`src/rtl/kr_pkg.sv`:
```
// Shared constants and types for the Knight-Rider LED scanner.
// PWM resolution, duty levels, default sweep periods and the sweep direction type.
package kr_pkg;

  localparam int PWM_BITS            = 3;
  localparam int DUTY_BITS           = PWM_BITS + 1;
  localparam int DUTY_FULL           = 8;
  localparam int DUTY_HALF           = 4;
  localparam int DEFAULT_SLOW_PERIOD = 1024;
  localparam int DEFAULT_FAST_PERIOD = 256;
  localparam int IO_WIDTH            = 8;

  typedef enum logic {
    DIR_UP   = 1'b0,
    DIR_DOWN = 1'b1
  } dir_t;

  // An LED lit by several sources shows the brightest of them.
  function automatic logic [DUTY_BITS-1:0] duty_max(input logic [DUTY_BITS-1:0] a,
                                                    input logic [DUTY_BITS-1:0] b);
    return (a > b) ? a : b;
  endfunction

endpackage

```
`src/rtl/kr_step_timer.sv`:
```
// Head-step timer: counts clocks against the currently selected period and
// raises a one-cycle step pulse on the last clock of each period.
module kr_step_timer #(
  parameter int SLOW_PERIOD = 1024,
  parameter int FAST_PERIOD = 256
) (
  input  logic i_clk,
  input  logic i_rst_n,
  input  logic i_rate_ctrl,
  output logic o_step_pulse
);

  localparam int MAX_PERIOD = (SLOW_PERIOD > FAST_PERIOD) ? SLOW_PERIOD : FAST_PERIOD;
  localparam int CNT_W      = (MAX_PERIOD > 2) ? $clog2(MAX_PERIOD) : 1;

  localparam logic [CNT_W-1:0] SLOW_LIMIT = CNT_W'(SLOW_PERIOD - 1);
  localparam logic [CNT_W-1:0] FAST_LIMIT = CNT_W'(FAST_PERIOD - 1);

  logic [CNT_W-1:0] r_step_cnt;
  logic [CNT_W-1:0] w_limit;
  logic             w_step;

  // ">=" rather than "==" so a switch to the short period with the count
  // already beyond its limit steps on the very next clock.
  assign w_limit = i_rate_ctrl ? FAST_LIMIT : SLOW_LIMIT;
  assign w_step  = (r_step_cnt >= w_limit);

  always_ff @(posedge i_clk or negedge i_rst_n) begin
    if (!i_rst_n) begin
      r_step_cnt <= '0;
    end else if (w_step) begin
      r_step_cnt <= '0;
    end else begin
      r_step_cnt <= r_step_cnt + CNT_W'(1);
    end
  end

  assign o_step_pulse = w_step;

endmodule

```
`src/rtl/knight_rider_kolos_koblasz.sv`:
```
// Knight-Rider scanner on an 8-in/8-out pin wrapper: a bouncing head LED with
// two PWM-dimmed trailing LEDs, selectable sweep speed and head brightness.
module knight_rider_kolos_koblasz
  import kr_pkg::*;
#(
  parameter int OUT_WIDTH   = 8,
  parameter int SLOW_PERIOD = DEFAULT_SLOW_PERIOD,
  parameter int FAST_PERIOD = DEFAULT_FAST_PERIOD
) (
  input  logic [IO_WIDTH-1:0] io_in,
  output logic [IO_WIDTH-1:0] io_out
);

  localparam int              POS_W    = $clog2(OUT_WIDTH);
  localparam logic [POS_W-1:0] POS_LAST = POS_W'(OUT_WIDTH - 1);

  logic w_clk;
  logic w_rst_n;
  logic w_rate_ctrl;
  logic w_brightness_ctrl;
  logic w_unused;
  logic w_step;

  assign w_clk             = io_in[0];
  assign w_rst_n           = io_in[1];
  assign w_rate_ctrl       = io_in[2];
  assign w_brightness_ctrl = io_in[3];
  assign w_unused          = &{1'b0, io_in[7:4]};

  logic [POS_W-1:0]    r_pos;
  logic [POS_W-1:0]    r_trail1;
  logic [POS_W-1:0]    r_trail2;
  dir_t                r_dir;
  logic [PWM_BITS-1:0] r_pwm_cnt;
  logic [IO_WIDTH-1:0] r_leds;

  logic [POS_W-1:0]     w_pos_nxt;
  logic [POS_W-1:0]     w_trail1_nxt;
  logic [POS_W-1:0]     w_trail2_nxt;
  dir_t                 w_dir_nxt;
  logic [IO_WIDTH-1:0]  w_leds_nxt;
  logic [DUTY_BITS-1:0] w_duty_head;
  logic [DUTY_BITS-1:0] w_duty_trail1;
  logic [DUTY_BITS-1:0] w_duty_trail2;
  logic [DUTY_BITS-1:0] w_duty [OUT_WIDTH];

  kr_step_timer #(
    .SLOW_PERIOD(SLOW_PERIOD),
    .FAST_PERIOD(FAST_PERIOD)
  ) u_step_timer (
    .i_clk       (w_clk),
    .i_rst_n     (w_rst_n),
    .i_rate_ctrl (w_rate_ctrl),
    .o_step_pulse(w_step)
  );

  always_ff @(posedge w_clk or negedge w_rst_n) begin
    if (!w_rst_n) begin
      r_pos     <= '0;
      r_dir     <= DIR_UP;
      r_trail1  <= '0;
      r_trail2  <= '0;
      r_pwm_cnt <= '0;
      r_leds    <= '0;
    end else begin
      r_pos     <= w_pos_nxt;
      r_dir     <= w_dir_nxt;
      r_trail1  <= w_trail1_nxt;
      r_trail2  <= w_trail2_nxt;
      r_pwm_cnt <= r_pwm_cnt + PWM_BITS'(1);
      r_leds    <= w_leds_nxt;
    end
  end

  // Direction flips on the step that lands on an end LED, so ends are not repeated.
  always_comb begin
    w_pos_nxt    = r_pos;
    w_dir_nxt    = r_dir;
    w_trail1_nxt = r_trail1;
    w_trail2_nxt = r_trail2;
    if (w_step) begin
      w_trail2_nxt = r_trail1;
      w_trail1_nxt = r_pos;
      case (r_dir)
        DIR_UP: begin
          w_pos_nxt = r_pos + POS_W'(1);
          if (w_pos_nxt == POS_LAST) begin
            w_dir_nxt = DIR_DOWN;
          end
        end
        DIR_DOWN: begin
          w_pos_nxt = r_pos - POS_W'(1);
          if (w_pos_nxt == '0) begin
            w_dir_nxt = DIR_UP;
          end
        end
      endcase
    end
  end

  assign w_duty_head   = w_brightness_ctrl ? DUTY_BITS'(DUTY_FULL) : DUTY_BITS'(DUTY_HALF);
  assign w_duty_trail1 = w_duty_head >> 1;
  assign w_duty_trail2 = w_duty_head >> 2;

  // Duty map and PWM compare; LEDs beyond OUT_WIDTH stay dark.
  always_comb begin
    w_duty     = '{default: '0};
    w_leds_nxt = '0;
    for (int i = 0; i < OUT_WIDTH; i++) begin
      if (r_trail2 == POS_W'(i)) begin
        w_duty[i] = duty_max(w_duty[i], w_duty_trail2);
      end
      if (r_trail1 == POS_W'(i)) begin
        w_duty[i] = duty_max(w_duty[i], w_duty_trail1);
      end
      if (r_pos == POS_W'(i)) begin
        w_duty[i] = duty_max(w_duty[i], w_duty_head);
      end
      w_leds_nxt[i] = ({1'b0, r_pwm_cnt} < w_duty[i]);
    end
  end

  assign io_out = r_leds;

endmodule

```
`config.mk`:
```
export PLATFORM = sky130hd
export DESIGN_NAME = knight_rider_kolos_koblasz
export DESIGN_NICKNAME = d
export VERILOG_FILES = /design/src/rtl/kr_pkg.sv /design/src/rtl/kr_step_timer.sv /design/src/rtl/knight_rider_kolos_koblasz.sv
export SDC_FILE = /design/constraint.sdc
export NUM_CORES = 1
export LEC_CHECK = 0
export CORE_ASPECT_RATIO = 0.75
export CORE_MARGIN = 3
export CORE_UTILIZATION = 30
export CTS_CLUSTER_SIZE = 40
export DETAILED_ROUTE_END_ITERATION = 12
export GPL_TIMING_DRIVEN = 0
export PLACE_DENSITY = 0.49
export SLEW_MARGIN = 20
export SYNTH_ARGS = -nofsm -noshare
export SYNTH_HDL_FRONTEND = slang
export SYNTH_SLANG_ARGS = --single-unit
```
`constraint.sdc`:
```
create_clock -name io_in -period 4.75 [get_ports io_in]
set_input_delay 0.95 -clock io_in [delete_from_list [all_inputs] [get_ports io_in]]
set_output_delay 0.95 -clock io_in [all_outputs]
set_load 0.005 [all_outputs]
```
=== After elaboration in Yosys (flattened, before gate mapping) ===
Index checks and enable logic that the tools add are counted.

* Output and inout bits: 8
* Register bits: 31
* Word-level logic and storage cells: 112
* Input port bits: 8

* Equal/unequal tests: 22
* Reductions and logical operators: 4
* Bitwise logic cells: 1
* Add/subtract/negate cells: 4
* Order comparisons: 26
* Muxes and demuxes: 48

{| class="wikitable"
|+ Operator list
! operator !! number
|-
| $mux 4 || 35
|-
| $eq 3x3->1 const B || 13
|-
| $gt 4x3->1 || 8
|-
| $gt 4x4->1 || 8
|-
| $lt 3x4->1 || 8
|-
| $mux 10 || 2
|-
| $eq 3x2->1 const B || 6
|-
| $mux 2 || 7
|-
| $logic_not 3->1 || 4
|-
| $add 10x1->10 const B || 1
|-
| $ge 10x10->1 || 1
|-
| $eq 3x1->1 const B || 3
|-
| $add 3x1->3 const B || 2
|-
| $pmux 3 s2 || 1
|-
| $sub 3x1->3 const B || 1
|-
| $gt 1x2->1 const A || 1
|-
| $mux 1 || 2
|-
| $pmux 1 s2 || 1
|-
| $not 1->1 || 1
|}

=== Logic depth before layout (Yosys ltp) ===
Gate-level depths: netlist of the first run.

* Depth in word-level cells: 11
* Mapped depth: 9
* Depth with buffers taken out: 9

=== Hierarchy ===
Synthesis of the first run repeated with hierarchy kept, for this count alone.

* Cells, all modules: 237
* Area, all modules: 2223.4 um^2

{| class="wikitable"
|+ Modules (own cells, without submodules)
! module !! times used !! cells each !! area each (um^2)
|-
| knight_rider_kolos_koblasz || 1 || 187 || 1721.7
|-
| kr_step_timer || 1 || 50 || 501.7
|}

=== Worst setup path after synthesis of the first run ===
No wires, ideal clock.

* Path kind: flip-flop to flip-flop
* Start point: register r_trail1[2]
* End point: register r_leds[4] (netlist: io_out[4])
* Stages on the path, launching flop included: 8
* Slack: 2.868 ns
* Data arrival time: 1.790 ns
* Required time: 4.658 ns
* Library setup time: 0.092 ns
* Buffers on the path: 1
* Period minus slack after synthesis: 1.882 ns
* Cell sequence: dfrtp_1 -> clkbuf_1 -> or3b_2 -> o22ai_1 -> nand2_1 -> ha_1 -> a211o_1 -> o221ai_1

* Cells in the longest elaborated chain, start to end: 6

{| class="wikitable"
|+ Ends and longest elaborated chain
! what !! line !! source
|-
| start: declaration || knight_rider_kolos_koblasz.sv:31 || <nowiki>logic [POS_W-1:0] r_trail1;</nowiki>
|-
| start signal: assignment || knight_rider_kolos_koblasz.sv:68 || <nowiki>r_trail1 <= w_trail1_nxt;</nowiki>
|-
| $eq 3x3->1 * || knight_rider_kolos_koblasz.sv:113 || <nowiki>if (r_trail1 == POS_W'(i)) begin</nowiki>
|-
| $mux 4 * || knight_rider_kolos_koblasz.sv:113 ||
|-
| $gt 4x4->1 || kr_pkg.sv:21 || <nowiki>return (a > b) ? a : b;</nowiki>
|-
| $mux 4 || kr_pkg.sv:21 ||
|-
| $mux 4 * || knight_rider_kolos_koblasz.sv:116 || <nowiki>if (r_pos == POS_W'(i)) begin</nowiki>
|-
| $lt 3x4->1 * || knight_rider_kolos_koblasz.sv:119 || <nowiki>w_leds_nxt[i] = ({1'b0, r_pwm_cnt} < w_duty[i]);</nowiki>
|-
| via w_leds_nxt[4] || knight_rider_kolos_koblasz.sv:41 || <nowiki>logic [IO_WIDTH-1:0] w_leds_nxt;</nowiki>
|-
| end signal: assignment || knight_rider_kolos_koblasz.sv:71 || <nowiki>r_leds <= w_leds_nxt;</nowiki>
|-
| end: declaration || knight_rider_kolos_koblasz.sv:35 || <nowiki>logic [IO_WIDTH-1:0] r_leds;</nowiki>
|}

Mark *: on every way through the listed nets, which the timed path passes. The rest lies on a longest branch.
A chain may end at the register's enable or synchronous reset.

==> impl_results.md, run 1 <==
* Clock share of power at 91.6%
* Adder-Cell Fraction of Synth Area at about 16%
* Power Dens Cells at roughly 960 nW/um^2
* Slew @ Worst Pin at about 0.5 ns
* Final ANT Viol Nets at 0
* Fin. Hold Viols at 31
* Cell Chain, Critical Path: clkbuf_8, clkbuf_8, ha_1, clkbuf_8, clkbuf_8, a21oi_1, clkbuf_8, clkbuf_8, nand2_4, clkbuf_8, clkbuf_8, buf_6, clkbuf_8, clkbuf_8, mux2_4
* Crit-path slowest cell: mux2_4
* Vias in the first global route at around 3.5k
* Antenna violations before repair at 0
* Post-synthesis cell count at between 200 and 250
* GRT Total Usage at a little under a quarter
* Routability cong. at 0.795
* Mux contribution to synthesized area at under 10%
* DR pass1 iterations at 6
* Post-synthesis compound-gate area fraction at 15.5%
* Worst Hold Class: clock port to asynchronous set/reset pin
* Largest net degree at the start of global routing at 11
* Setup crit start kind: clock port
* Dpl ws at around 0.9 ns
* First-pass GRT wire length at ~15 mm
* Placed inst area at around 2400 sq um
* DR vias at 2418
* Setup_tns at 0 ns
* Clk slew on worst S/H paths at ~0.080 ns
* Buf/Inv on CP at 11
* GRT overflow at 0
* Flip-flop and latch area at about 780 sq um
* Skew-Pair Late Insertion Delay at around 0.29 ns
* Number of synthesized flops with an enable pin at 0
* Reg-to-Reg Start: u_step_timer.r_step_cnt[9]
* Vias per cell at between 5 and 6
* Pint at approximately 2.1 mW
* Flop2flop setup slack at 2.30 ns
* Fill cell count at just over 600
* Synth-to-layout area growth at 64.8%
* Crit path capture: r_trail2[1]
* Die area at 8290 sq um
* Largest family of logic cells by synthesized area: simple AND/OR/NAND/NOR gates
* Drc violations at 0
* Setup bufs post-CTS at 0
* Status: finished with violations
* CP max stage delay at about 0.28 ns
* Max_slew headroom at 66.5%
* Pins Over Slew Limit at 0
* Setup crit end kind: flop
* M1 GR Usage at 19.5%
* Final count of negative-setup-slack endpoints at 0
* Multi-input logic area at between 1000 and 1500 sq um
* Core ar. at a little under 7000 sq um
* Pleak at ~1.7 nW
* IO Pins at 16
* Critical path's top delay family: buffers and inverters
* Synthesized netlist net count at approximately 270
* Asr flop ratio synth at between 90% and 100%
* Post-Syn Area at 2170 sq um
* Total power at 3.43 mW
* Post-synthesis sequential area ratio at a little over a third
* Reg2reg end: r_trail2[1]
* Arr. time, crit path at around 4.6 ns
* IO Port Bufs at 8
* Hold Buf Count CTS at 0
* Net Sw Frac at roughly 38%
* Post-cts sizing count at 0
* Seq cells post-synth at 31
* Syn avg cell area at 9.10 sq um
* Synth cell types at 37
* Starting density of the core at about a third
* Violated checks: negative hold slack
* Ys flop type: dfrtp_1
* Worst vdd ir at between 200 and 300 uV
* Synth Area in Simple Gates at a little over a fifth
* Most frequent cells in the layout: clkbuf_8, dfrtp_1, nor2_1, ha_1, nand2_1
* CP max FO at 5
* Grt met3 use at 26.0%
* Most Frequent Cell on Critical Path: clkbuf_8
* Global-route layer with the greatest usage: met4
* Worst hold slack at -0.323 ns
* WP data required at approximately 5 ns
* FP Rows at 26
* R2R depth at 11
* YS warnings at 0
* Worst setup path start: io_in[2]
* HPWL after detailed placement at roughly 3.6 mm
* Max cap viols at 0
* Seq pwr share at 8.4%
* NetSw at between 1 and 1.5 mW
* Routed WL at between 7 and 8 mm
* Antenna diode count at 0
* Most common cell after layout, fill and taps aside: clkbuf_8
* Crit path depth at 15
* Layout Skew at roughly 0.011 ns
* Share of cells above drive strength 1 at 27.1%
* CTS tree: built
* Die X at about 100 um
* Nets at approximately 370
* Post-route design area at around 3600 sq um
* DR WL/cell at 16.9 um
* Die Height at a little under 80 um
* Power share of the combinational group at 0%
* Fin worst setup slack at 0.373 ns
* Crit path kind: clock port to flop
* RSZ-0062 raised after global routing: false
* Xor/xnor share of the synthesized area at 4.85%
* GR Layer Usage met2 at 22.2%
* 1st-iter DRT viols at 330
==> power groups by stage <==
stage | sequential (mW) | combinational [mW] | clock, mW
after floorplan | 0.297 | 0.000000231 | 0.768
after global placement | 0.297 | 0.000000258 | 0.768
after detailed placement | 0.297 | 0.000000258 | 0.768
after CTS | 0.288 | 0.000000258 | 3.25
after global routing | 0.288 | 0.000000258 | 3.51
final | 0.288 | 0.000000258 | 3.15
==> area by class of cell <==
class                   count  share of cell area [%]
multi-input cells         191                    36.6
clock buffers              89                    31.2
flip-flops and latches     31                    21.7
well taps                  98                    3.43
clock inverters            20                    2.52
repair buffers              8                    2.24
plain buffers               9                    1.65
inverters                   6                   0.631
==> per-stage QoR <==
stage	util, %	cells
5_1_grt	51.8	452
3_5_place_dp	34.3	344
6_report	51.8	452
4_1_cts	51.8	452
2_1_floorplan	-	238
3_3_place_gp	34.3	344
==> per-layer routing <==
metal  wire (um)  part of all wire [%]
met1        3090                    40
met2        3170                    42
met3         956                    13
met4         418                   5.5
met5           0                     0
==> worst min path at each step <==
stage | end | slack (ns) | cells after the start
floorplan | io_out[0] | -0.30 | 0
global placement | io_out[0] | -0.30 | 0
detailed placement | io_out[0] | -0.30 | 0
CTS | r_pwm_cnt[1] | -0.32 | 2
global route | u_step_timer.r_step_cnt[9] | -0.33 | 2
finish | r_trail2[2] | -0.32 | 2
==> sequential cells by signal (all words and copies together) (netlist names) <==
register and cells:
r_pos 3, io_out 8, r_pwm_cnt 3, r_trail2 3, u_step_timer.r_step_cnt 10, r_trail1 3
r_dir 1
==> Yosys cell counts, drive strengths merged (3+ instances only) <==
library cell	count	area, sq um
o21ai	7	35.0
buf	3	26.3
nand4	3	25.0
nor2b	5	31.3
o22ai	9	56.3
nor2	28	105
nand2	24	97.6
or3	3	18.8
nor3	6	30.0
xnor2	8	70.1
inv	6	22.5
nand2b	4	25.0
xor2	4	35.0
a21oi	18	90.1
ha	28	350
o31a	6	52.6
o31ai	6	45.0
clkbuf	6	32.5
nand3	9	45.0
dfrtp	31	776
mux2	3	37.5
or3b	3	26.3
nand3b	5	37.5
o221ai	3	26.3
==> worst register-to-register path: stages, from the launching register on <==
cell and delay [ns]:
dfrtp_1 0.41, ha_1 0.34, nand2_1 0.11, or3_1 0.40
buf_6 0.15, nand2_4 0.06, clkbuf_8 0.12, clkbuf_8 0.12
buf_6 0.08, clkbuf_8 0.12, clkbuf_8 0.14, mux2_4 0.29
==> cell families after synthesis <==
| kind of cell | after synthesis |
|---|---|
| simple gates | 95 |
| mux | 3 |
| buf+inv | 16 |
| xor+xnor | 12 |
| compound gates | 53 |
| fa+ha+maj | 28 |
| flops | 31 |
(Power assumes the default switching activity.)
==> run 2: changes to the inputs <==
--- a/config.mk
+++ b/config.mk
@@ -8,6 +8,7 @@
 export CORE_ASPECT_RATIO = 0.75
 export CORE_MARGIN = 3
 export CORE_UTILIZATION = 30
+export CTS_BUF_LIST = sky130_fd_sc_hd__clkbuf_16
 export CTS_CLUSTER_SIZE = 40
 export DETAILED_ROUTE_END_ITERATION = 12
 export GPL_TIMING_DRIVEN = 0
==> run 2 against run 1 <==
Compared with the run above:
- the flow still finishes with violations (negative hold slack)
- sequential cell count unchanged
- largest power group unchanged
- critical path type unchanged
- die area unchanged
- clock power up 51%
==> impl_results.md, run 2 (synthesis results as in run 1) <==
* Routed WL at 9.03 mm (+18%)
* CP max stage delay at 0.28 ns (about the same)
* IO Pins at 16 (unchanged)
* M1 GR Usage at 18.5% (-1.0 points)
* Largest register FFs at 10 (unchanged)
* Antenna violations before repair at 0 (unchanged)
* Final ANT Viol Nets at 0 (unchanged)
* Clk slew on worst S/H paths at 0.06 ns (-0.02 ns)
* Fill cell count at 460 (-25%)
* WP data required at 4.91 ns (about the same)
* GRT Total Usage at 24.4% (+1.4 points)
* Most Frequent Cell on Critical Path: clkbuf_16
* Die Height at 79.6 um (unchanged)
* Skew-Pair Late Insertion Delay at 0.29 ns (about the same)
* Max cap viols at 0 (unchanged)
* Setup_tns at 0 ns (unchanged)
* Nets at 369 (unchanged)
* Power Dens Cells at 1140 nW/um^2 (+19%)
* Fin. Hold Viols at 31 (unchanged)
* Largest net degree at the start of global routing at 11 (unchanged)
* 1st-iter DRT viols at 328 (-0.61%)
* Max_slew headroom at 62.7% (-3.8 points)
* Most frequent cells in the layout: clkbuf_16, dfrtp_1, nor2_1, ha_1, nand2_1
* Setup crit end kind: flop
* Setup bufs post-CTS at 0 (unchanged)
* Core ar. at 6900 sq um (unchanged)
* Slew @ Worst Pin at 0.559 ns (+0.0563 ns)
* Drc violations at 0 (unchanged)
* FP Rows at 26 (unchanged)
* Hold Buf Count CTS at 0 (unchanged)
* Setup crit start kind: clock port
* Arr. time, crit path at 4.72 ns (+0.17 ns)
* DR pass1 iterations at 6 (unchanged)
* Routability cong. at 0.795 (unchanged)
* Dpl ws at 0.901 ns (unchanged)
* Grt met3 use at 29.5% (+3.5 points)
* Cell Chain, Critical Path: clkbuf_16, clkbuf_16, ha_1, clkbuf_16, clkbuf_16, a21oi_1, clkbuf_16, clkbuf_16, nand2_4, clkbuf_16, clkbuf_16, buf_6, clkbuf_16, clkbuf_16, mux2_4
* Worst vdd ir at 361 uV (+33%)
* First-pass GRT wire length at 16.1 mm (+9.1%)
* Worst Hold Class: clock port to asynchronous set/reset pin
* Crit path kind: clock port to flop
* Pins Over Slew Limit at 0 (unchanged)
* Antenna diode count at 0 (unchanged)
* Post-cts sizing count at 0 (unchanged)
* CP max FO at 5 (unchanged)
* Violated checks: negative hold slack
* Die X at 104 um (unchanged)
* GR Layer Usage met2 at 22.9% (+0.65 points)
* GRT overflow at 0 (unchanged)
* RSZ-0062 raised after global routing: false
* Global-route layer with the greatest usage: met4
* Final count of negative-setup-slack endpoints at 0 (unchanged)
* Die area at 8290 sq um (unchanged)
* HPWL after detailed placement at 3.61 mm (unchanged)
* Status: finished with violations
* Synth-to-layout area growth at 104%
* Worst hold slack at -0.325 ns (-0.00257 ns)
* DR WL/cell at 20.0 um (+18%)
* DR vias at 2521 (+4.3%)
* Starting density of the core at 31.4% (unchanged)
* Crit-path slowest cell: mux2_4
* Vias per cell at 5.58 (+4.3%)
* CTS tree: built
* Fin worst setup slack at 0.195 ns (-0.177 ns)
* Most common cell after layout, fill and taps aside: clkbuf_16
* Layout Skew at 0.0109 ns (+0.0000672 ns)
* Vias in the first global route at 3883 (+9.7%)
* Pleak at 2.10 nW (+26%)
* Register with the most flip-flops: u_step_timer.r_step_cnt
* Placed inst area at 2370 sq um (unchanged)
* IO Port Bufs at 8 (unchanged)
* Share of cells above drive strength 1 at 26.8% (-0.28 points)
* Post-route design area at 4430 sq um (+24%)
[run 2: cell types whose count changed in the layout (fill, tap and decap cells not counted), sizes merged]
cell / previous run / this run
clkbuf: 95 / 83
inv: 6 / 17
clkinv: 17 / 18
[run 2: area by class of cell]
cell class                      instances  area (sq um)  share of cell area [%]
Clock buffer                           77          1930                    43.5
Multi-Input combinational cell        191          1310                    29.5
Sequential cell                        31           776                    17.5
Clock inverter                         32           135                    3.05
Tap cell                               98           123                    2.77
Timing Repair Buffer                    8          80.1                    1.81
Buffer                                  9          58.8                    1.33
Inverter                                6          22.5                   0.509
[run 2: critical path, delay by kind of cell]
kind | cells | cell delay [ns]
buffers and inverters | 11 | 1.55
and+or+nand+nor | 1 | 0.04
adders and majority gates | 1 | 0.23
muxes | 1 | 0.28
AOI/OAI and AO/OA | 1 | 0.24
[run 2: path summary, 6_finish.rpt]
path                                             from                          to  slack [ns]  depth (start not counted)
max                                          io_in[2]                 r_trail2[1]        0.20                         15
min                                          io_in[1]                 r_trail2[2]       -0.33                          2
max reg2reg                u_step_timer.r_step_cnt[8]                 r_trail2[1]        2.12                         13
min reg2reg                u_step_timer.r_step_cnt[0]  u_step_timer.r_step_cnt[0]        0.49                          1
max in group asynchronous                    io_in[1]                 r_trail1[1]        4.97                          2
min in group io_in         u_step_timer.r_step_cnt[0]  u_step_timer.r_step_cnt[0]        0.49                          1
[run 2: where the power goes]
group          switching [mW]    total, mW  leakage (nW)  internal [mW]
combinational               0  0.000000258         0.258              0
sequential                  0        0.289         0.442          0.289
clock                    1.58         4.77          1.40           3.18
[run 2: through the flow]
step / power, mW / std cells / util, % / hold slack [ns]
floorplan: 1.06 / 238 / - / -0.296
global placement: 1.06 / 344 / 34.3 / -0.296
detailed placement: 1.06 / 344 / 34.3 / -0.296
CTS: 5.15 / 452 / 64.2 / -0.319
global route: 5.44 / 452 / 64.2 / -0.322
finish: 5.06 / 452 / 64.2 / -0.325
[run 2: layer usage]
layer / wire length, um / vias up / part of all wire [%]
li1: - / 1072 / -
met1: 3500 / 1150 / 39
met2: 3630 / 228 / 40
met3: 1330 / 71 / 15
met4: 564 / 0 / 6.2
met5: 0 / - / 0
